### src/rtl/ofifo_drain_if.sv
// ofifo_drain_if: job control, OFIFO pop side and psum SRAM write port of the drain engine.
interface ofifo_drain_if #(
  parameter int col     = 8,
  parameter int psum_bw = 16,
  parameter int addr_w  = 4
);
  logic                     start;
  logic [addr_w-1:0]        base_addr;
  logic [addr_w:0]          len;
  logic                     ofifo_valid;
  logic [col*psum_bw-1:0]   ofifo_output;
  logic                     ofifo_rd;
  logic                     sram_cen;
  logic                     sram_wen;
  logic [addr_w-1:0]        sram_addr;
  logic [col*psum_bw-1:0]   sram_din;
  logic                     busy;
  logic                     done;
  modport slave (
    input  start, base_addr, len, ofifo_valid, ofifo_output,
    output ofifo_rd, sram_cen, sram_wen, sram_addr, sram_din, busy, done
  );
  modport master (
    output start, base_addr, len, ofifo_valid, ofifo_output,
    input  ofifo_rd, sram_cen, sram_wen, sram_addr, sram_din, busy, done
  );
endinterface

### src/rtl/ofifo_drain.sv
// ofifo_drain: pops len OFIFO rows and writes them to consecutive psum SRAM rows one cycle later.
// Define DRAIN_RELU_EN to clamp each signed lane at zero on its way into the SRAM.
module ofifo_drain #(
  parameter int col     = 8,
  parameter int psum_bw = 16,
  parameter int addr_w  = 4
) (
  input  logic           clk,
  input  logic           reset,
  ofifo_drain_if.slave   bus
);
  typedef enum logic [1:0] {IDLE, RUN, DONE} state_t;
  state_t                 state, state_nx;
  logic [addr_w-1:0]      base;
  logic [addr_w:0]        len_q, issued;
  logic                   pending;
  logic [col*psum_bw-1:0] din_nx;
  for (genvar i = 0; i < col; i++) begin : g_lane
    logic [psum_bw-1:0] lane;
    assign lane = bus.ofifo_output[i*psum_bw +: psum_bw];
`ifdef DRAIN_RELU_EN
    assign din_nx[i*psum_bw +: psum_bw] = lane[psum_bw-1] ? '0 : lane;
`else
    assign din_nx[i*psum_bw +: psum_bw] = lane;
`endif
  end
  always_comb begin
    state_nx     = state;
    state_nx     = state == IDLE ? (bus.start ? RUN : IDLE)
                 : state == RUN  ? (issued == len_q ? DONE : RUN)
                 : IDLE;
    bus.ofifo_rd = state == RUN && bus.ofifo_valid && issued < len_q;
    bus.sram_cen = ~pending;
    bus.sram_wen = ~pending;
    bus.busy     = state == RUN;
    bus.done     = state == DONE;
  end
  // sram_addr/sram_din only move on a pop, so they hold while no write is pending
  always_ff @(posedge clk or posedge reset) begin
    if (reset) begin
      state         <= IDLE;
      base          <= '0;
      len_q         <= '0;
      issued        <= '0;
      pending       <= 1'b0;
      bus.sram_addr <= '0;
      bus.sram_din  <= '0;
    end else begin
      state   <= state_nx;
      pending <= bus.ofifo_rd;
      if (state == IDLE && bus.start) begin
        base   <= bus.base_addr;
        len_q  <= bus.len;
        issued <= '0;
      end else if (bus.ofifo_rd) begin
        issued        <= issued + 1'b1;
        bus.sram_addr <= base + issued[addr_w-1:0];
        bus.sram_din  <= din_nx;
      end
    end
  end
endmodule

### src/flat_wrapper.sv
// flat-port wrapper written by rule: the top's interface ports become plain ports
module ofifo_drain_flat 
#(
  parameter int col     = 8,
  parameter int psum_bw = 16,
  parameter int addr_w  = 4
)
  (clk, reset, bus_start, bus_base_addr, bus_len, bus_ofifo_valid, bus_ofifo_output, bus_ofifo_rd, bus_sram_cen, bus_sram_wen, bus_sram_addr, bus_sram_din, bus_busy, bus_done);
  ofifo_drain_if #(.col(col), .psum_bw(psum_bw), .addr_w(addr_w)) bus_i ();
  input  logic clk;
  input  logic reset;
  input wire logic [$bits(bus_i.start)-1:0] bus_start;
  input wire logic [$bits(bus_i.base_addr)-1:0] bus_base_addr;
  input wire logic [$bits(bus_i.len)-1:0] bus_len;
  input wire logic [$bits(bus_i.ofifo_valid)-1:0] bus_ofifo_valid;
  input wire logic [$bits(bus_i.ofifo_output)-1:0] bus_ofifo_output;
  output wire logic [$bits(bus_i.ofifo_rd)-1:0] bus_ofifo_rd;
  output wire logic [$bits(bus_i.sram_cen)-1:0] bus_sram_cen;
  output wire logic [$bits(bus_i.sram_wen)-1:0] bus_sram_wen;
  output wire logic [$bits(bus_i.sram_addr)-1:0] bus_sram_addr;
  output wire logic [$bits(bus_i.sram_din)-1:0] bus_sram_din;
  output wire logic [$bits(bus_i.busy)-1:0] bus_busy;
  output wire logic [$bits(bus_i.done)-1:0] bus_done;
  assign bus_i.start = bus_start;
  assign bus_i.base_addr = bus_base_addr;
  assign bus_i.len = bus_len;
  assign bus_i.ofifo_valid = bus_ofifo_valid;
  assign bus_i.ofifo_output = bus_ofifo_output;
  assign bus_ofifo_rd = bus_i.ofifo_rd;
  assign bus_sram_cen = bus_i.sram_cen;
  assign bus_sram_wen = bus_i.sram_wen;
  assign bus_sram_addr = bus_i.sram_addr;
  assign bus_sram_din = bus_i.sram_din;
  assign bus_busy = bus_i.busy;
  assign bus_done = bus_i.done;
  ofifo_drain #(.col(col), .psum_bw(psum_bw), .addr_w(addr_w)) u_core (.clk(clk), .reset(reset), .bus(bus_i));
endmodule
### config.mk
export PLATFORM = sky130hd
export DESIGN_NAME = ofifo_drain_flat
export DESIGN_NICKNAME = d
export VERILOG_FILES = /design/src/rtl/ofifo_drain_if.sv /design/src/rtl/ofifo_drain.sv /design/src/flat_wrapper.sv
export SDC_FILE = /design/constraint.sdc
export NUM_CORES = 1
export LEC_CHECK = 0
export ABC_CLOCK_PERIOD_IN_PS = 5710
export CAP_MARGIN = 20
export CORE_MARGIN = 2
export CORE_UTILIZATION = 41
export DETAILED_ROUTE_END_ITERATION = 6
export PLACE_DENSITY = 0.82
export SKIP_LAST_GASP = 1
export SYNTH_ARGS = -nofsm -noshare
export SYNTH_HDL_FRONTEND = slang
export SYNTH_SLANG_ARGS = --single-unit
### constraint.sdc
create_clock -name clk -period 5.71 [get_ports clk]
set_clock_uncertainty 0.05 [all_clocks]
set_input_delay 0.571 -clock clk [delete_from_list [all_inputs] [get_ports clk]]
set_output_delay 0.571 -clock clk [all_outputs]
set_load 0.01 [all_outputs]
==> impl_metrics.py <==
metrics = {
    "route": {
        "num_vias": 4094,
        "avgRoutedWirePerCell_um": 16.6,
        "ant_nets": 0,
        "drt_wl_total_um": 14200,
        "drc_errors": 0,
        "drt-vias-per-instance": 4.79,
        "dr.pass1.iters": 4,
        "drt_iter0_drc": 120,
    },
    "global_routing": {
        "grt_util_met3_pct": 9.27,
        "antenna_found_initial": 0,
        "busiest_layer": "met2",
        "grt_pass1_vias": 4278,
        "grt_use_total_pct": 18.7,
        "grtUsageMet1_pct": 20.7,
        "gr-total-overflow": 0,
        "use_met2_pct": 30.8,
        "grt_first_pass_wirelength_um": 21300,
        "grt_max_degree": 137,
    },
    "sta": {
        "fin_tns_setup_ns": 0,
        "fmax_mhz": 318,
        "period_minus_slack_ns": 3.15,
        "finalCritPeriodShare_pct": 55.1,
        "maxSlewViolCount": 0,
        "hold_violations": 0,
        "tightest_slew_ns": 0.842,
        "relSlewSlack_pct": 43.9,
        "setup_viol": 0,
        "grt_setup_unrepaired": "false",
    },
    "worst_setup_path": {
        "max_stage_delay_ns": 0.55,
        "crit_fanout": 7,
        "rr_startpoint": "u_core.issued[2]$_DFFE_PP0P_",
        "slowest_stage": "clkdlybuf4s50_1",
        "startpoint": "u_core.issued[2]$_DFFE_PP0P_",
        "critPathKind": "flop to output port",
        "cp.required_ns": 5.09,
        "end_kind": "output port",
        "crit_path_start_kind": "flop",
        "crit_arrival_ns": 2.53,
        "path_cells": "ha_1 > and4_1 > a221o_1 > nor2_4 > clkdlybuf4s50_1",
    },
    "run_status": {
        "status": "finished, final reports clean",
    },
    "synth": {
        "avgSynthCellArea_sq_um": 15.4,
        "postSynthCellCount": 380,
        "synth_fp_nets": 531,
        "yosys_register_bits": 149,
        "yosys_warnings": 0,
        "ys.flop_type": "dfrtp_1",
        "synth_area_sq_mm": 0.00584,
        "ys_seq_area_share_pct": 63.8,
        "synth-async-reset-ratio_pct": 100,
        "ys_types": 30,
        "synth_edf_count": 0,
    },
    "finish": {
        "fin_util_pct": 67.1,
        "final_cell_area_sq_mm": 0.00932,
        "area_growth_pct": 59.4,
        "drive_gt1_share_pct": 19.6,
        "diodes": 0,
        "finalNetCount": 812,
    },
    "die": {
        "core_sq_mm": 0.0139,
        "ios": 278,
        "start_util_pct": 42.1,
        "rows": 43,
        "die_w_um": 123,
        "die-area_sq_mm": 0.0152,
        "dieHeight_um": 123,
    },
    "clock_network": {
        "cts_buffer_depth": 2,
        "clock_latency_ns": 0.42,
        "cts_buffers": 17,
        "cts_tree": "done",
        "cts.root.buffer_cell": "clkbuf_16",
        "cts_hold_buf": 0,
        "cts-resized-gates": 0,
        "postCtsSetupRepairBufs": 0,
        "clkTransAtPathRegs_ns": 0.06,
        "clkSinkCount": 149,
        "cts_max_level": 4,
    },
    "placed_design": {
        "place_area_sq_mm": 0.00876,
        "io_buffer_count": 277,
        "hpwl_um": 10300,
        "gp_congestion": 0.745,
    },
    "worst_hold_path": {
        "hold_start": "u_core.bus.sram_din[59]$_DFFE_PP0P_",
        "hp-class": "flop to flop",
    },
    "job": {
        "maxCapViolCount": 0,
    },
    "power_and_ir_drop": {
        "peakVddDrop_mv": 0.485,
        "p_leak_nw": 3.88,
        "p_per_area_mw_per_mm2": 608,
    },
}
[state kept, by name, indices dropped and copies added (netlist names)]
name                  flops
u_core.pending            1
u_core.state              2
u_core.bus.sram_addr      4
u_core.issued             5
u_core.bus.sram_din     128
u_core.base               4
u_core.len_q              5
[worst paths after layout]
path                                                             end  slack [ns]  depth (start not counted)
min in group asynchronous        u_core.bus.sram_din[29]$_DFFE_PP0P_        0.67                          2
worst min register to register   u_core.bus.sram_din[59]$_DFFE_PP0P_        0.43                          1
max in group asynchronous        u_core.bus.sram_din[66]$_DFFE_PP0P_        3.74                          3
worst max register to register  u_core.bus.sram_din[122]$_DFFE_PP0P_        2.87                          6
worst max-delay path                                    bus_ofifo_rd        2.56                          5
worst min-delay path             u_core.bus.sram_din[59]$_DFFE_PP0P_        0.43                          1
[per-stage QoR]
step / instances / hold WS [ns] / setup WS (ns) / power [W]
finish: 854 / 0.432 / 2.56 / 0.00566
global route: 854 / 0.454 / 2.43 / 0.00602
CTS: 854 / 0.438 / 2.54 / 0.00574
detailed placement: 822 / 0.424 / 2.87 / 0.00468
global placement: 822 / 0.414 / 2.91 / 0.00457
floorplan: 380 / 0.400 / 1.08 / 0.00334
[cells in the final DEF, fill, tap and decap left out, types with 4 or more instances in the layout]
cell type        Yosys  final
dfrtp_1            149    149
clkinvlp_4           0      5
ha_1                 9      9
o21ai_0              6      6
clkbuf_16            0     17
mux2_1              36     36
mux2_2              96     96
nand2_1             26     26
clkinv_2             0      4
inv_1               11     10
clkdlybuf4s50_1      0    277
clkbuf_8             0      4
[worst max-delay path, delay by kind of cell (launching register included)]
kind                       cells  cell delay [ns]
and+or+nand+nor                2             0.35
AOI/OAI and AO/OA              1             0.38
DFF                            1             0.47
buffers and inverters          1             0.55
adders and majority gates      1             0.35
[where the power goes]
part           switching (W)  internal [W]
clock network       0.000426      0.000600
logic                0.00107       0.00166
registers           0.000288       0.00161
total                0.00178       0.00388
[synthesized netlist by cell type, types with 3 or more instances]
cell / n / area [sq um]
xor2_1: 3 / 26.3
mux2_1: 36 / 405
buf_2: 9 / 45.0
dfrtp_1: 149 / 3730
mux2i_1: 3 / 30.0
buf_6: 4 / 45.0
o21ai_0: 6 / 30.0
nand2_1: 26 / 97.6
ha_1: 9 / 113
nor2_1: 3 / 11.3
mux2_2: 96 / 1080
inv_1: 11 / 41.3
[logic make-up after synthesis]
family                   after synthesis  synth area share, %
AO/OA/AOI/OAI                         13                 1.39
XOR/XNOR                               5                0.749
adder cells (fa/ha/maj)               10                 2.27
buffers and inverters                 28                 2.63
flip-flops                           149                 63.8
multiplexers                         135                 25.9
AND/OR/NAND/NOR                       40                 3.21
[final cells by class]
type / instances / area (sq um)
fillers: 987 / 4560
flip-flops and latches: 149 / 3730
repair buffers: 279 / 2800
multi-input cells: 203 / 1960
clock buffers: 21 / 480
well taps: 180 / 225
clock inverters: 11 / 75.1
inverters: 11 / 46.3
[per-layer routing]
layer / vias up / share of wire, %
li1: 1891 / -
met1: 1993 / 37
met2: 196 / 50
met3: 14 / 11
met4: 0 / 1.5
met5: - / 0
Power figures use the tool's default switching activity.
